File: config.mk
export PLATFORM = sky130hd
export DESIGN_NAME = deco_estado_seq
export DESIGN_NICKNAME = d
export VERILOG_FILES = /design/src/rtl/deco_estado_seq.sv
export SDC_FILE = /design/constraint.sdc
export NUM_CORES = 1
export LEC_CHECK = 0
export ABC_AREA = 1
export CAP_MARGIN = 20
export CORE_MARGIN = 4
export CORE_UTILIZATION = 38
export CTS_BUF_LIST = sky130_fd_sc_hd__clkbuf_16
export CTS_CLUSTER_SIZE = 30
export DETAILED_ROUTE_END_ITERATION = 8
export PLACE_DENSITY = 0.71
export SLEW_MARGIN = 20
export SYNTH_ARGS = -nofsm -noshare
export SYNTH_HDL_FRONTEND = slang
export SYNTH_SLANG_ARGS = --single-unit
File: constraint.sdc
create_clock -name clk_i -period 1.3 [get_ports clk_i]
set_input_delay 0.26 -clock clk_i [delete_from_list [all_inputs] [get_ports clk_i]]
set_output_delay 0.26 -clock clk_i [all_outputs]
set_load 0.02 [all_outputs]
File: src/rtl/deco_estado_seq.sv
// State index sequencer (modulo N_ESTADOS) with a run-time threshold decode and edge pulses.
// Optional minimum-dwell gating on ADV is built only when DECO_ESTADO_DWELL_EN is defined.
module deco_estado_seq #(
  parameter int W          = 3,
  parameter int N_ESTADOS  = 6,
  parameter int UMBRAL_RST = 3,
  parameter int DWELL      = 4
) (
  input  logic         clk_i,
  input  logic         rst_n_i,
  input  logic         en_i,
  input  logic         adv_i,
  input  logic         clr_i,
  input  logic         load_umbral_i,
  input  logic [W:0]   umbral_in_i,
  output logic [W-1:0] estado_o,
  output logic         out_o,
  output logic         sube_o,
  output logic         baja_o,
  output logic         wrap_o,
  output logic         listo_o
);

  localparam logic [W-1:0] ULTIMO = W'(N_ESTADOS - 1);
  localparam logic [W:0]   UMAX   = (W+1)'(N_ESTADOS);
  localparam logic [W:0]   URST   = (W+1)'(UMBRAL_RST);

  logic [W-1:0] estado_q, estado_d;
  logic [W:0]   umbral_q, umbral_d;
  logic         out_q, out_d;
  logic         sube_q, sube_d;
  logic         baja_q, baja_d;
  logic         wrap_q, wrap_d;
  logic         listo;
  logic         adv_ok;

  always_comb begin
    umbral_d = umbral_q;
    estado_d = estado_q;
    wrap_d   = 1'b0;
    adv_ok   = en_i & adv_i & listo;
    if (load_umbral_i)
      umbral_d = (umbral_in_i > UMAX) ? UMAX : umbral_in_i;
    if (clr_i) begin
      estado_d = '0;
    end else if (adv_ok) begin
      if (estado_q == ULTIMO) begin
        estado_d = '0;
        wrap_d   = 1'b1;
      end else begin
        estado_d = estado_q + 1'b1;
      end
    end
    // Decode from next-state values so OUT never lags ESTADO or the threshold.
    out_d  = ({1'b0, estado_d} >= umbral_d);
    sube_d = out_d & ~out_q;
    baja_d = ~out_d & out_q;
  end

  always_ff @(posedge clk_i or negedge rst_n_i) begin
    if (!rst_n_i) begin
      estado_q <= '0;
      umbral_q <= URST;
      out_q    <= (URST == '0);
      sube_q   <= 1'b0;
      baja_q   <= 1'b0;
      wrap_q   <= 1'b0;
    end else begin
      estado_q <= estado_d;
      umbral_q <= umbral_d;
      out_q    <= out_d;
      sube_q   <= sube_d;
      baja_q   <= baja_d;
      wrap_q   <= wrap_d;
    end
  end

`ifdef DECO_ESTADO_DWELL_EN
  localparam int CW = (DWELL > 1) ? $clog2(DWELL) : 1;
  localparam logic [CW-1:0] CARGA = CW'(DWELL - 1);

  logic [CW-1:0] cnt_q, cnt_d;

  always_comb begin
    cnt_d = cnt_q;
    if (estado_d != estado_q)
      cnt_d = CARGA;
    else if (cnt_q != '0)
      cnt_d = cnt_q - 1'b1;
  end

  always_ff @(posedge clk_i or negedge rst_n_i) begin
    if (!rst_n_i) cnt_q <= '0;
    else          cnt_q <= cnt_d;
  end

  assign listo = (cnt_q == '0);
`else
  // DWELL >= 1 is a legal-parameter requirement, so this is constant 1.
  assign listo = (DWELL >= 1);
`endif

  assign estado_o = estado_q;
  assign out_o    = out_q;
  assign sube_o   = sube_q;
  assign baja_o   = baja_q;
  assign wrap_o   = wrap_q;
  assign listo_o  = listo;

endmodule

# --- Word-level counts from Yosys, hierarchy flattened ---
# Cells that the tools add are included.
word_totals:
  reg_bits: 11
  inputBits: 10
  output_inout_bits: 8
  wordCells: 23
op_classes:
  add_sub_neg: 1
  n_lt_le_gt_ge: 2
  n_eq_ne: 1
  muxes: 8
  bitwise_logic: 5
op_table:
  columns: ["op", "count"]
  rows:
  - ["3-bit two-way mux", 3]
  - ["4-bit two-way mux", 2]
  - ["3-bit by 4-bit >= comparator with 1-bit output", 1]
  - ["4-bit by 3-bit > comparator with 1-bit output (second input constant)", 1]
  - ["3-bit by 1-bit adder with 3-bit output (second input constant)", 1]
  - ["1-bit AND", 3]
  - ["3-bit equality test (second input constant)", 1]
  - ["1-bit two-way mux", 3]
  - ["1-bit inverter", 2]

# --- Logic depth before layout (Yosys ltp) ---
# Gate-level depths: netlist of run 1.
logic_depth:
  word_depth: 7
  depth_mapped: 14
  ltp_nobuf: 14

# --- Least setup slack after synthesis of run 1 ---
# OpenSTA, ideal clock, no wires.
synth_path:
  path_kind: "reg2reg"
  startpoint: "reg estado_q[0], in the netlist estado_o[0]"
  endpoint: "reg sube_q, in the netlist sube_o"
  setup_ps: 113
  arrival_time_ps: 1433
  t_required_ps: 1187
  setup_slack_ps: -245
  stages_incl_launch_ff: 12
  path_buffers: 0
  synth_period_minus_slack_ps: 1545
  path_cell_list: "dfrtp_1 nand2_2 inv_2 nand2_1 a21oi_1 ha_1 inv_1 a21oi_2 nand2_1 nand3_2 nand2_1 inv_1"
synth_between:
  elab_chain_cells: 6
  word_cells_on_any_way: 7
  cone_classes: "add/sub (1); order compare (1); eq/ne (1); mux (3); bitwise (1)"
synth_lines:
  columns: ["item", "line", "source"]
  rows:
  - ["start: declaration", "28", "logic [W-1:0] estado_q, estado_d;"]
  - ["start signal: assignment", "69", "estado_q <= estado_d;"]
  - ["3-bit by 1-bit adder with 3-bit output / 3-bit equality test (equally long branches)", "51, 47", null]
  - ["3-bit two-way mux *", "47", "if (estado_q == ULTIMO) begin"]
  - ["3-bit two-way mux *", "46", "end else if (adv_ok) begin"]
  - ["3-bit two-way mux *", "44", "if (clr_i) begin"]
  - ["via estado_d[2]", "28", null]
  - ["3-bit by 4-bit >= comparator with 1-bit output *", "55", "out_d = ({1'b0, estado_d} >= umbral_d);"]
  - ["via out_d", "30", "logic out_q, out_d;"]
  - ["1-bit AND *", "56", "sube_d = out_d & ~out_q;"]
  - ["via sube_d", "31", "logic sube_q, sube_d;"]
  - ["end signal: assignment", "72", "sube_q <= sube_d;"]
  - ["end: declaration", "31", null]
# The timed path passes the listed nets; every way through them passes the cells marked *.

# --- Worst setup path after layout of run 1 ---
layout_path:
  startpoint: "reg estado_q[0], in the netlist estado_o[0]"
  endpoint: "reg sube_q, in the netlist sube_o"
layout_between:
  elab_chain_cells: 6
  word_cells_on_any_way: 7
  cone_classes: "add/sub (1); order compare (1); eq/ne (1); mux (3); bitwise (1)"
layout_lines:
  columns: ["item", "line"]
  rows:
  - ["3-bit by 1-bit adder with 3-bit output / 3-bit equality test (equally long branches)", "51, 47"]
  - ["3-bit two-way mux", "47"]
  - ["3-bit two-way mux *", "46"]
  - ["3-bit two-way mux *", "44"]
  - ["via estado_d[0]", "28"]
  - ["3-bit by 4-bit >= comparator with 1-bit output *", "55"]
  - ["via out_d", "30"]
  - ["1-bit AND *", "56"]
  - ["via sube_d", "31"]
# Marks and branches as above.

==> summary.md, run 1 <==
| Metric | Value |
|---|---|
| Placed Area | `roughly 760 um2` |
| Core Util, Final | `a little under three quarters` |
| Clock-pin slew on the worst setup and hold paths | `~40 ps` |
| Adder-Cell Fraction of Synth Area | `under 10%` |
| R2R depth | `11` |
| Post-synthesis compound-gate area fraction | `a little under a tenth` |
| Most frequent cell after synthesis | `inv_1` |
| Max Root-Sink Buffers | `2` |
| Cell Area, Synth | `between 500 and 600 um2` |
| Main area contributors after synthesis | `dfrtp_1 41%, inv_1 10%, dfstp_2 9.6%` |
| Fin. Hold Viols | `0` |
| F_max | `around 650 MHz` |
| Die Area | `approximately 2100 um2` |
| Number of diodes | `0` |
| Max VDD drop | `just under 0.7 mV` |
| Placer Congestion | `0.767` |
| Post-Synth Simple-Gate Area | `approximately a fifth` |
| RSZ-0062 raised after global routing | `true` |
| Clock latency at the later pin of the worst-skew pair | `between 200 and 250 ps` |
| Xor/xnor cell area share of the yosys netlist | `0%` |
| Initial Utilization | `41.0%` |
| Remaining DRCs | `0` |
| Synth cell count leaders | `15 x inv_1, 9 x dfrtp_1, 9 x nand2_1, 6 x nor2_1, 4 x a21oi_1` |
| Reg2reg setup slack | `-240 ps` |
| Post-synthesis register bit count | `11` |
| CORE AREA | `between 1000 and 1500 um2` |
| Mapped Nets | `75` |
| Leak | `between 0.5 and 0.6 nW` |
| Cell Count, Final, Fillers Out | `around 110` |
| Post-synth EDFFs | `0` |
| Startpoint types | `flop` |
| Layout area overhead | `73.2%` |
| Critical path arrival | `1680 ps` |
| Sink Count | `11` |
| Setup tns final | `-599 ps` |
| Initial antenna violation count | `0` |
| Die Width | `between 40 and 50 um` |
| 1st-iter DRT viols | `8` |
| Crit path time final | `between 1500 and 2000 ps` |
| Result of the run | `complete, but fails checks` |
| GR Util met1 | `16.3%` |
| Mapped Cells | `62` |
| Fin. max-slew vios | `0` |
| PD cells | `1180 nW/um2` |
| Crit path capture type | `flop` |
| Layout cells sized above 1 | `between 40% and 50%` |
| Syn Area/Cell | `between 8 and 9 um2` |
| Largest family of logic cells by synthesized area | `simple AND/OR/NAND/NOR gates` |
| Count of cell types in the netlist | `18` |
| Crit share post-route | `119%` |
| Remaining antenna violation count | `0` |
| GR met3 Demand/Resource | `6.32%` |
| Global-route usage over all layers | `~15%` |
| Failing checks | `setup timing` |
| Hold WC Path Type | `in -> async` |
| Setup violations, final | `3` |
| Largest area contributor in the netlist | `dfrtp_1` |
| Crit-path max FO | `3` |
| CTS tree | `done` |
| Grt met2 use | `23.1%` |
| Top_reg_cell synth | `dfrtp_1` |
| DRT Pass-1 Iters | `4` |
| Critical path class | `reg -> reg` |
| Total grt overflow | `0` |
| Setup WS post-layout | `-243 ps` |
| Via count | `around 490` |
| Largest net degree at the start of global routing | `12` |
| DR vias/cell | `around 4.7` |
| Reg-to-Reg End | `sube_o` |
| Fin area | `roughly 950 um2` |
| Share of the synthesized area in the top cell type | `41.2%` |
| Post-DP HPWL | `around 870 um` |
| Register area share after synthesis | `between 50% and 60%` |
| I/O Buffers | `16` |
| Max_cap viols | `0` |
| Reg-to-reg critical path startpoint | `estado_o[0]` |
| Boundary Pins | `18` |
| DRT Wirelength | `1300 um` |
| Placed insts | `97` |
| Dpl ws | `-704 ps` |
| Wire per inst | `approximately 12 um` |
| Post-synthesis mux area share | `0%` |
| Synthesis Warnings | `0` |
| Hold-fix buffers, CTS | `0` |
| Cell row count | `13` |
| Fillers | `100` |
| Vias in the first global route | `between 500 and 600` |
| Worst hold margin | `about 310 ps` |
| Global-route wire length before repair | `about 2100 um` |
| Final Power | `about 1.1 mW` |
| Cts bufs inserted | `3` |
| Critical Path RT | `1430 ps` |
| Clock skew | `about 3 ps` |
| Die height | `approximately 46 um` |
| H-tree depth | `1` |
| Synth async-reset ratio | `between 90% and 100%` |
| Final #Nets | `104` |
| Root Buffer | `clkbuf_16` |
| Most Crowded Layer GR | `met2` |
## registers in the layout, indices dropped and copies added (netlist names)
| register | count |
|---|---|
| baja_o | 1 |
| estado_o | 3 |
| out_o | 1 |
| sube_o | 1 |
| umbral_q | 4 |
| wrap_o | 1 |
## cell type report
class                           count  area, um2  share of cell area, %
Clock buffer                        3       75.1                   7.93
Clock inverter                      1       3.75                  0.396
Inverter                           17       68.8                   7.27
Multi-Input combinational cell     33        294                   31.0
Sequential cell                    11        280                   29.6
Tap cell                           15       18.8                   1.98
Timing Repair Buffer               25        206                   21.8
## worst max-delay path, cell delays in order, from the launching register on
cell     delay, ps
dfrtp_2        420
nand2_4         90
inv_6           50
nor3_4         170
inv_1           70
ha_1           270
nand2_1         80
inv_2           40
nand3_2         50
nand3_2         80
nand2_1         70
inv_1           40
## worst max path at each step
stage,from,to,slack (ps),cells past startpoint
final,estado_o[0],sube_o,-240,11
after global routing,estado_o[0],sube_o,-330,11
after CTS,estado_o[0],sube_o,-230,12
after detailed placement,en_i,sube_o,-700,14
after global placement,en_i,sube_o,-620,14
after floorplan,estado_o[0],sube_o,-160,12
## metal layers
metal | part of all wire (%) | vias to the layer above
met2 | 52 | 14
met1 | 39 | 230
li1 | - | 243
met3 | 5.9 | 4
met4 | 2.6 | 0
met5 | 0 | -
## timing repair
action                                  in CTS  in global routing
buffers inserted                             3                  1
pin swaps                                   11                  7
endpoints found under the setup margin      10                  4
gates resized for setup                     36                  4
## layout by cell type (no fill, tap or decap), drive strengths merged
cell type      instances
a21boi                 1
a21oi                  5
a22o                   1
buf                    9
clkbuf                 4
clkdlybuf4s50          2
conb                   1
dfrtp                  9
dfstp                  2
dlygate4sd2           13
ha                     3
inv                   18
nand2                 11
nand3                  2
nor2                   6
nor3                   1
nor4                   1
o21ai                  1
## power by group
group	internal [mW]	switching, mW	leakage [nW]
registers	0.366	0.00864	0.138
clock network	0.405	0.165	0.0423
logic	0.0800	0.0954	0.341
total	0.851	0.269	0.521
## kinds of logic after synthesis
logic type                 after synthesis
AOI/OAI and AO/OA                        8
DFF                                     11
buffers and inverters                   18
adders and majority gates                3
other                                    1
and+or+nand+nor                         21
(Power assumes the default switching activity.)
==> run 2: changes to the inputs <==
CORE_UTILIZATION = 42   (was 38)
PLACE_DENSITY = default   (was 0.71)
PLACE_DENSITY_LB_ADDON = 0.15   (was default)
clock period = 1.5 ns   (was 1.3 ns; I/O delays follow)
==> run 2 against run 1 <==
The flow still finishes with violations (setup timing). Wire length increased by 19%. Register-to-register slack gained 200 ps. Sequential cell count unchanged. Largest power group unchanged. Global-route usage shrank 0.74 points. Core utilization up 15 points.
==> summary.md, run 2 (same netlist as run 1, synthesis figures left out) <==
| Metric | Value |
|---|---|
| Fin. max-slew vios | `0` |
| CORE AREA | `about 1200 um2` |
| Setup violations, final | `2` |
| Root Buffer | `clkbuf_16` |
| PD cells | `967 nW/um2` |
| Worst path bufs/invs | `3` |
| RSZ-0062 raised after global routing | `true` |
| Layout cells sized above 1 | `roughly 51%` |
| I/O Buffers | `16` |
| Hold WC Path Type | `in -> async` |
| Post-DP HPWL | `837 um` |
| DR vias/cell | `4.64` |
| 1st-iter DRT viols | `2` |
| Total grt overflow | `0` |
| Initial Utilization | `between 40% and 50%` |
| Boundary Pins | `18` |
| Family with the most delay on the worst path | `flip-flops` |
| Final #Nets | `108` |
| Sink Count | `11` |
| Placer Congestion | `between 0.7 and 0.8` |
| DRT Wirelength | `around 1500 um` |
| Remaining antenna violation count | `0` |
| Setup tns final | `-80.0 ps` |
| Reg-to-reg critical path startpoint | `umbral_q[1]` |
| Startpoint types | `flop` |
| Die Width | `between 40 and 50 um` |
| Top reg by flops | `umbral_q` |
| Largest net degree at the start of global routing | `12` |
| Failing checks | `setup timing` |
| Commonest non-fill, non-tap cell in the layout | `buf_4` |
| F_max | `648 MHz` |
| Vias in the first global route | `~460` |
| Crit path time final | `between 1500 and 2000 ps` |
| Reg2reg setup slack | `-40 ps` |
| Worst hold margin | `396 ps` |
| Die Area | `between 1500 and 2000 um2` |
| Crit share post-route | `103%` |
| Critical path arrival | `around 1700 ps` |
| Most frequent CP cell | `inv_1` |
| R2R depth | `10` |
| Max Root-Sink Buffers | `2` |
| Cts bufs inserted | `3` |
| Critical path class | `reg -> reg` |
| Max reg flops | `4` |
| CP max stage delay | `520 ps` |
| Initial antenna violation count | `0` |
| Reg-to-Reg End | `sube_o` |
| Cell row count | `12` |
| CP cell instances | `nor2_1, a21oi_2, inv_1, ha_4, nand2_2, inv_2, nand3_2, nand3_4, nand2_1, inv_1` |
| Global-route wire length before repair | `between 1500 and 2000 um` |
| Setup WS post-layout | `-44.3 ps` |
| Most frequent cells in the layout | `13 x buf_4, 12 x inv_1, 9 x dlygate4sd2_1` |
| H-tree depth | `1` |
| Crit-path max FO | `3` |
| DRT Pass-1 Iters | `2` |
| Number of diodes | `0` |
| Fin. Hold Viols | `0` |
| Slowest-stage cell, CP | `dfstp_2` |
| Leak | `0.574 nW` |
| CTS tree | `done` |
| Max_cap viols | `0` |
| Max VDD drop | `around 0.85 mV` |
| Critical path origin | `umbral_q[1]` |
| Clock-pin slew on the worst setup and hold paths | `40 ps` |
| Hold-fix buffers, CTS | `0` |
| Result of the run | `complete, but fails checks` |
| Remaining DRCs | `0` |
| Clock skew | `around 3.2 ps` |
| Wire per inst | `14.3 um` |
| Global-route usage over all layers | `14.2%` |
| Die height | `between 40 and 50 um` |
| Layout area overhead | `85.1%` |
| Crit path capture type | `flop` |
| Critical Path RT | `1680 ps` |
| Clock latency at the later pin of the worst-skew pair | `230 ps` |
| Via count | `501` |
[run 2: changes by cell type in the layout (fill, tap and decap cells not counted), moves of 3 or more]
cell	delta
dlygate4sd2_1	-4
dlymetal6s2s_1	+3
nand2_2	+3
buf_4	+4
[run 2: worst max path at each step]
stage                        end  slack (ps)  cells past startpoint
after floorplan           sube_o           5                     12
after global placement    sube_o        -500                     14
after detailed placement  sube_o        -550                     14
after CTS                 sube_o         -70                     12
after global routing      sube_o        -100                     10
final                     sube_o         -40                     10
[run 2: worst reg2reg max path: cells and delay by family (launching register included)]
family          cells  cell delay, ps
fa+ha+maj           1             280
compound gates      1             150
flops               1             520
buf+inv             3             200
simple gates        5             330
[run 2: cell type report]
type / count / area [um2]
repair buffers: 29 / 254
fillers: 63 / 159
clock inverters: 1 / 3.75
flip-flops and latches: 11 / 279
multi-input cells: 33 / 314
inverters: 17 / 68.8
well taps: 14 / 17.5
clock buffers: 3 / 75.1
[run 2: metal layers]
metal | GRT usage [%] | part of all wire (%) | routed length, um | vias up
met5 | 0 | 0 | 0 | -
met4 | 1.81 | 1.2 | 18 | 0
met3 | 7.32 | 5.1 | 79 | 2
met2 | 25.6 | 56 | 864 | 12
met1 | 15.0 | 38 | 587 | 234
li1 | - | - | - | 253
[run 2: power breakdown]
part	internal, mW	total (mW)	switching (mW)
logic	0.0902	0.185	0.0953
clock network	0.349	0.468	0.119
registers	0.317	0.326	0.00826
[run 2: timing repair]
action,in CTS,in global routing
cloned,0,0
buffers inserted,8,1
setup endpoints to repair,5,4
gates resized for setup,19,25
pin swaps,11,13
[run 2: per-stage QoR]
step | instances | setup slack [ps] | instance area (um2) | util (%) | power [mW]
6_report | 108 | -44.3 | 1010 | 86.4 | 0.979
4_1_cts | 107 | -67.0 | 902 | 77.0 | 0.951
3_3_place_gp | 95 | -505 | 748 | 63.9 | 0.453
5_1_grt | 108 | -101 | 1010 | 86.4 | 1.02
3_5_place_dp | 95 | -554 | 748 | 63.9 | 0.457
2_1_floorplan | 62 | 5.00 | 548 | - | 0.390
